--- src/rtl/nec_pkg.sv ---
// Shared types and constants for the execution-unit sequencers.
// Quotient limits are used to range-check the 32-bit divider result against the op width.
package nec_pkg;

    typedef enum logic [2:0] {
        IDLE,
        ISSUE,
        ARM,
        WAIT,
        CHECK,
        RESP
    } div_state_t;

    localparam logic        [31:0] BYTE_UMAX = 32'h0000_00FF;
    localparam logic        [31:0] WORD_UMAX = 32'h0000_FFFF;
    localparam logic signed [31:0] BYTE_SMIN = -32'sd128;
    localparam logic signed [31:0] BYTE_SMAX = 32'sd127;
    localparam logic signed [31:0] WORD_SMIN = -32'sd32768;
    localparam logic signed [31:0] WORD_SMAX = 32'sd32767;

endpackage

--- src/rtl/div_sequencer.sv ---
// Sequences the shared 32-bit divider for DIV/DIVU byte and word ops: packs operands,
// starts the divider, waits (with watchdog) and range-checks the quotient.
module div_sequencer
    import nec_pkg::*;
#(
    parameter int TIMEOUT = 63
) (
    input  logic        clk,
    input  logic        reset,
    input  logic        ce,
    input  logic        req,
    input  logic        wide,
    input  logic        is_signed,
    input  logic [31:0] dividend,
    input  logic [15:0] divisor,
    output logic        busy,
    output logic        resp,
    output logic        div_error,
    output logic [15:0] quot,
    output logic [15:0] rem,
    output logic        dv_start,
    output logic        dv_signed,
    output logic [31:0] dv_num,
    output logic [31:0] dv_denom,
    input  logic        dv_done,
    input  logic [31:0] dv_quot,
    input  logic [31:0] dv_rem
);

    localparam int TW = $clog2(TIMEOUT + 1);
    localparam logic [TW-1:0] TMO_LAST = TW'(TIMEOUT - 1);

    div_state_t    state, state_nx;
    logic          op_wide, op_signed, done_seen;
    logic [TW-1:0] tmo_cnt;
    logic [31:0]   q_cap;
    logic [15:0]   r_cap;
    logic [31:0]   num_ext, denom_ext;
    logic          denom_zero, tmo_hit, q_ovf, done_any;
    logic          unused_rem_hi;

    function automatic logic [31:0] ext16(input logic [15:0] v, input logic s);
        return s ? {{16{v[15]}}, v} : {16'h0000, v};
    endfunction

    function automatic logic [31:0] ext8(input logic [7:0] v, input logic s);
        return s ? {{24{v[7]}}, v} : {24'h000000, v};
    endfunction

    function automatic logic quot_ovf(input logic [31:0] q, input logic w, input logic s);
        logic signed [31:0] qs;
        qs = $signed(q);
        if (s)
            return w ? (qs < WORD_SMIN || qs > WORD_SMAX) : (qs < BYTE_SMIN || qs > BYTE_SMAX);
        return w ? (q > WORD_UMAX) : (q > BYTE_UMAX);
    endfunction

    assign num_ext       = wide ? dividend : ext16(dividend[15:0], is_signed);
    assign denom_ext     = wide ? ext16(divisor, is_signed) : ext8(divisor[7:0], is_signed);
    assign denom_zero    = (denom_ext == 32'h0);
    assign tmo_hit       = (tmo_cnt == TMO_LAST);
    assign q_ovf         = quot_ovf(q_cap, op_wide, op_signed);
    assign done_any      = done_seen | dv_done;
    assign unused_rem_hi = ^dv_rem[31:16];

    always_ff @(posedge clk) begin
        if (reset)
            state <= IDLE;
        else if (ce)
            state <= state_nx;
    end

    always_comb begin
        state_nx = state;
        dv_start = 1'b0;
        busy     = (state != IDLE);
        resp     = (state == RESP);
        case (state)
            IDLE:    if (req) state_nx = denom_zero ? RESP : ISSUE;
            // Gate with ce so the divider sees exactly one start sample.
            ISSUE: begin
                dv_start = ce;
                state_nx = ARM;
            end
            ARM:     state_nx = WAIT;
            WAIT: begin
                if (done_any)
                    state_nx = CHECK;
                else if (tmo_hit)
                    state_nx = RESP;
            end
            CHECK:   state_nx = RESP;
            RESP:    state_nx = IDLE;
            default: state_nx = IDLE;
        endcase
    end

    always_ff @(posedge clk) begin
        if (reset) begin
            op_wide   <= 1'b0;
            op_signed <= 1'b0;
            done_seen <= 1'b0;
            tmo_cnt   <= '0;
            q_cap     <= '0;
            r_cap     <= '0;
            div_error <= 1'b0;
            quot      <= '0;
            rem       <= '0;
            dv_signed <= 1'b0;
            dv_num    <= '0;
            dv_denom  <= '0;
        end else begin
            // Divider completion can arrive while ce is low; remember it.
            if (state == WAIT && dv_done)
                done_seen <= 1'b1;
            if (ce) begin
                case (state)
                    IDLE: if (req) begin
                        op_wide   <= wide;
                        op_signed <= is_signed;
                        div_error <= denom_zero;
                        if (!denom_zero) begin
                            dv_num    <= num_ext;
                            dv_denom  <= denom_ext;
                            dv_signed <= is_signed;
                        end
                    end
                    ARM: begin
                        tmo_cnt   <= '0;
                        done_seen <= 1'b0;
                    end
                    WAIT: begin
                        if (done_any) begin
                            q_cap <= dv_quot;
                            r_cap <= dv_rem[15:0];
                        end else if (tmo_hit)
                            div_error <= 1'b1;
                        else
                            tmo_cnt <= tmo_cnt + TW'(1);
                    end
                    CHECK: begin
                        div_error <= q_ovf;
                        if (!q_ovf) begin
                            quot <= op_wide ? q_cap[15:0] : {8'h00, q_cap[7:0]};
                            rem  <= op_wide ? r_cap       : {8'h00, r_cap[7:0]};
                        end
                    end
                    RESP:    div_error <= 1'b0;
                    default: ;
                endcase
            end
        end
    end

endmodule

--- config.mk ---
export PLATFORM = sky130hd
export DESIGN_NAME = div_sequencer
export DESIGN_NICKNAME = d
export VERILOG_FILES = /design/src/rtl/nec_pkg.sv /design/src/rtl/div_sequencer.sv
export SDC_FILE = /design/constraint.sdc
export NUM_CORES = 1
export LEC_CHECK = 0
export ABC_AREA = 0
export CAP_MARGIN = 20
export CORE_MARGIN = 1
export CORE_UTILIZATION = 44
export CTS_CLUSTER_SIZE = 12
export DETAILED_ROUTE_END_ITERATION = 7
export PLACE_DENSITY = 0.86
export SKIP_LAST_GASP = 1
export SLEW_MARGIN = 10
export SYNTH_ARGS = -nofsm -noshare
export SYNTH_HDL_FRONTEND = slang
export SYNTH_SLANG_ARGS = --single-unit
--- constraint.sdc ---
create_clock -name clk -period 2.3 [get_ports clk]
set_clock_uncertainty 0.15 [all_clocks]
set_input_delay 0.345 -clock clk [delete_from_list [all_inputs] [get_ports clk]]
set_output_delay 0.345 -clock clk [all_outputs]
set_load 0.01 [all_outputs]
Word level (Yosys, flattened, before mapping)

Cells that the tools add are included.

Bits in registers: 158
Memory bits (writable): 0
Input port bits: 119
Output and inout bits: 101
Memories kept: 0
ROM bits: 0
Bits in latches: 0

Div/mod/pow operators: 0
Add/sub/neg operators: 1
Reduce and logical (&&, ||, !) cells: 15
Multiply operators: 0
Bitwise logic cells: 3
Shift-type cells: 0
Mux-type cells: 28
Order comparisons: 6
Eq/ne operators: 11

Operator list:

| kind                                                 | count |
|---|---|
| two-way mux 32 bit                                   | 5 |
| > comparator 32 x 16 -> 1 bit, second input constant | 2 |
| > comparator 32 x 8 -> 1 bit, second input constant  | 2 |
| logical NOT 32 bit                                   | 1 |
| < comparator 32 x 16 -> 1 bit, second input constant | 1 |
| < comparator 32 x 8 -> 1 bit, second input constant  | 1 |
| two-way mux 16 bit                                   | 2 |
| case mux 3 bit (5 select lines)                      | 1 |
| two-way mux 1 bit                                    | 12 |
| two-way mux 3 bit                                    | 4 |
| two-way mux 6 bit                                    | 2 |
| case mux 6 bit (2 select lines)                      | 1 |
| AND reduction 3 bit                                  | 4 |
| != test 2 bit, second input constant                 | 4 |
| AND reduction 4 bit                                  | 2 |
| adder 6 x 1 -> 6 bit, second input constant          | 1 |
| equality test 3 x 2 -> 1 bit, second input constant  | 2 |
| equality test 3 bit, second input constant           | 2 |
| equality test 6 bit, second input constant           | 1 |
| AND reduction 5 bit                                  | 1 |
| case mux 1 bit (4 select lines)                      | 1 |
| nonzero test 4 bit                                   | 1 |
| equality test 3 x 1 -> 1 bit, second input constant  | 1 |
| logical NOT 3 bit                                    | 1 |
| 7 further kinds                                      | 9 |

Logic depth before layout (Yosys ltp)

Depth in word-level cells: 7
Mapped depth: 8
Depth with buffers taken out: 7

Least setup slack after synthesis

No wires, ideal clock.

Path type: input-to-reg
Start: input port divisor[12]
End: register dv_denom[30]
Setup time: 0.070 ns
Cell stages on the path: 7
Arrival time: 1.781 ns
Setup slack: 0.298 ns
Cells stage by stage: or4_4 > o41a_1 > o21ai_2 > buf_6 > buf_6 > nand2_1 > a21oi_1

Cells in the longest elaborated chain, start to end: 5

RTL lines:

| element                       | RTL line             | source |
|---|---|---|
| start, declared               | div_sequencer.sv:15  | `input logic [15:0] divisor,` |
| two-way mux 32 bit            | div_sequencer.sv:43  | `return s ? {{16{v[15]}}, v} : {16'h0000, v};` |
| two-way mux 32 bit            | div_sequencer.sv:59  | `assign denom_ext = wide ? ext16(divisor, is_signed) : ext8(divisor[7:0], is_signed);` |
| logical NOT 32 bit            | div_sequencer.sv:60  | `assign denom_zero = (denom_ext == 32'h0);` |
| inverter 1 bit (no line)      | -                    |  |
| AND reduction 4 bit (no line) | -                    |  |
| end signal, assigned          | div_sequencer.sv:124 | `dv_denom <= denom_ext;` |
| end, declared                 | div_sequencer.sv:24  | `output logic [31:0] dv_denom,` |

Every way passes these cells.
A chain may end at the register's enable or synchronous reset.

Worst setup path in the final report

Start: register state[0]
End: output port busy

Cells in the longest elaborated chain, start to end: 1

RTL lines:

| element                | RTL line            | source |
|---|---|---|
| start, declared        | div_sequencer.sv:33 | `div_state_t state, state_nx;` |
| start signal, assigned | div_sequencer.sv:70 | `state <= state_nx;` |
| nonzero test 3 bit     | div_sequencer.sv:76 | `busy = (state != IDLE);` |
| end, declared          | div_sequencer.sv:16 | `output logic busy,` |

Every way passes these cells.

==> summary.md <==
| Metric | Value |
|---|---|
| Outcome | `completed` |
| DIE HEIGHT | `117 microns` |
| Reg2Reg Setup Slack | `0.19 ns` |
| Sequential share of the synthesized area | `0.496` |
| First-pass GRT wire length | `24.8 mm` |
| Synthesized netlist cell count | `716` |
| Met1 usage | `0.267` |
| # fillers | `1001` |
| Port Buf Inserts | `203` |
| Setup TNS | `0 ns` |
| Root buf cell | `clkbuf_16` |
| Ys async rst share | `0` |
| Critical path arrival | `1.76 ns` |
| Pins over their slew limit | `0` |
| Post-CTS setup buffer count | `0` |
| Met2 usage | `0.414` |
| R2r startpoint | `q_cap[24]` |
| Leak | `2.98 nW` |
| Syn Area/Cell | `8.06 sq um` |
| Critical Path Sink Type | `output port` |
| Syn Std Cell Area | `5770 sq um` |
| Wire per inst | `14.7 microns` |
| R2R depth | `6` |
| Inserted Clock Buffers | `17` |
| Clk_lat worst skew | `0.41 ns` |
| Placed inst area | `8040 sq um` |
| Worst Setup Start Kind | `flop` |
| Min-Delay Path Depth | `4` |
| Predominant post-synthesis flop cell | `dfxtp_1` |
| Top cells by area, synth | `dfxtp_1 50%, nand2_1 15%, a21oi_1 9.4%, mux2i_1 5.6%, clkbuf_1 2.5%` |
| Pwr/cell area | `702 nW/um^2` |
| Core area | `12700 sq um` |
| Hold Buf Count CTS | `0` |
| Layout cells sized above 1 | `0.0825` |
| Hold path startpoint | `reset` |
| GR met3 Demand/Resource | `0.0701` |
| Fmax | `444 MHz` |
| Number of global-route vias before repair | `5314` |
| Max Cap Viol | `0` |
| Routability Congestion | `0.761` |
| Pre-antenna DRT Iters | `5` |
| WS Path Type | `flop to output port` |
| Diodes inserted | `0` |
| EDFF count, synth | `0` |
| Clock Path Buffers | `2` |
| Req. time, crit path | `1.80 ns` |
| Final WL | `16.1 mm` |
| Die outline area | `13600 sq um` |
| Area leader, netlist | `dfxtp_1` |
| Crit path capture | `busy` |
| Antenna violations before repair | `0` |
| ANT nets after route | `0` |
| Nets | `1031` |
| Peak VDD IR | `437 uV` |
| Aggregate global routing overflow | `0` |
| Tot Pwr | `6.06 mW` |
| YS warnings | `0` |
| Site Rows | `41` |
| DRT iter0 DRCs | `332` |
| Tot GR Track Use | `0.237` |
| Initial core utilization | `0.453` |
| I/O pins | `220` |
| Die Wd | `117 microns` |
| Post-synth net total | `837` |
| Worst hold margin | `0.298 ns` |
| CTS sink cnt | `143` |
| Maximum fanout along the worst path | `16` |
| DR vias | `5601` |
| Tcrit/Tclk final | `0.979` |
| HPWL Detailed | `11.0 mm` |
| Remaining DRCs | `0` |
| CTS tree | `yes` |
| Largest net degree at the start of global routing | `82` |
| Area grow syn2layout | `49.6%` |
| Slew Limit Headroom | `0.426` |
| Reg-to-Reg End | `quot[12]` |
| Tmin final | `2.25 ns` |
| RSZ-0062 raised after global routing | `true` |
| Final setup fails | `0` |
| HP Class | `primary input to flop` |
| Slew @ Worst Pin | `0.861 ns` |
| Global route hottest layer | `met2` |
| Design area | `8630 sq um` |
| Yosys reg bits | `143` |
| Post-synth cell types | `45` |
| Htree depth | `4` |
| Hold Vio Cnt, Final | `0` |
| Clk slew on worst S/H paths | `0.06 ns` |
| DR vias/cell | `5.12` |
| Top cell type's share of synthesized area | `0.496` |
| Worst setup startpoint | `state[0]` |
==> cells by family after synthesis <==
group,after synthesis,share of synthesized area
and+or+nand+nor,306,0.221
muxes,32,0.0555
DFF,143,0.496
AOI/OAI and AO/OA,156,0.150
xor gates and xnor gates,5,0.00759
adders and majority gates,2,0.00434
buffers and inverters,72,0.0653
==> state kept, by name, indices dropped and copies added (netlist names), 3 cells and up <==
| name | cells |
|---|---|
| dv_num | 32 |
| q_cap | 32 |
| dv_denom | 17 |
| quot | 16 |
| r_cap | 16 |
| rem | 16 |
| tmo_cnt | 6 |
| state | 3 |
==> cell usage in the layout (no fill, tap or decap), types with 2 or more instances in the layout <==
| master | n |
|---|---|
| and4_1 | 2 |
| a211oi_1 | 4 |
| nand2b_1 | 3 |
| clkinv_2 | 2 |
| clkbuf_8 | 5 |
| a2111oi_0 | 2 |
| a21oi_1 | 107 |
| dfxtp_1 | 142 |
| bufinv_16 | 2 |
| mux2i_1 | 32 |
| clkbuf_16 | 17 |
| xnor2_1 | 5 |
| nand4_1 | 7 |
| nand3_1 | 25 |
| clkbuf_1 | 3 |
| and3_1 | 2 |
| nor4_1 | 8 |
| buf_12 | 7 |
| nand2_1 | 233 |
| inv_1 | 6 |
| buf_4 | 30 |
| o21ai_0 | 27 |
| clkdlybuf4s50_1 | 201 |
| ha_1 | 2 |
| nor3_2 | 2 |
| a31oi_1 | 3 |
| nor2_1 | 15 |
==> power breakdown <==
group,total (mW),switching (mW),internal (mW)
clock,2.71,0.979,1.73
sequential,2.61,0.0496,2.56
combinational,0.749,0.342,0.407
==> cell type report <==
class / instances / area [sq um] / area share
Clock inverter: 5 / 78.8 / 0.00913
Multi-Input combinational cell: 501 / 2550 / 0.296
Inverter: 7 / 26.3 / 0.00304
Timing Repair Buffer: 240 / 2390 / 0.277
Tap cell: 172 / 215 / 0.0249
Clock buffer: 25 / 505 / 0.0586
Sequential cell: 143 / 2860 / 0.332
==> worst min-delay path by stage <==
stage,end,slack (ns)
after floorplan,r_cap[15],0.29
after global placement,dv_num[12],0.29
after detailed placement,dv_num[13],0.30
after CTS,dv_num[26],0.29
after global routing,q_cap[10],0.31
final,dv_num[26],0.30
==> synthesized netlist by cell type (all sizes together) (2+ instances only) <==
cell type / count
nand2: 233
dfxtp: 143
a21oi: 108
clkbuf: 38
mux2i: 32
o21ai: 29
buf: 27
nand3: 25
nor2: 15
nor4: 8
nand4: 7
inv: 6
xnor2: 5
a211oi: 4
a31oi: 3
nand2b: 3
nor3: 3
a2111oi: 2
and3: 2
and4: 2
ha: 2
or4: 2
==> critical path: stages, from the launching register on <==
cell	delay, ns
dfxtp_1	0.31
buf_4	0.19
nor3_2	0.23
inv_1	0.11
clkdlybuf4s50_1	0.51
==> layer usage <==
metal | wire length, microns | share of wire
met5 | 0 | 0
met4 | 317 | 0.020
met3 | 1180 | 0.074
met2 | 8050 | 0.50
met1 | 6520 | 0.41
==> stage by stage <==
step,setup WS (ns),cells,util
final,0.0489,1093,0.679
after global routing,-0.0146,1093,0.679
after CTS,-0.0451,1093,0.678
after detailed placement,-0.308,1063,0.632
after global placement,-0.216,1063,0.632
after floorplan,0.298,716,-
==> what timing repair did <==
action,in CTS,in global routing
gates resized for setup,1,2
endpoints found under the setup margin,2,2
pin swaps,0,0
(Power assumes the default switching activity.)
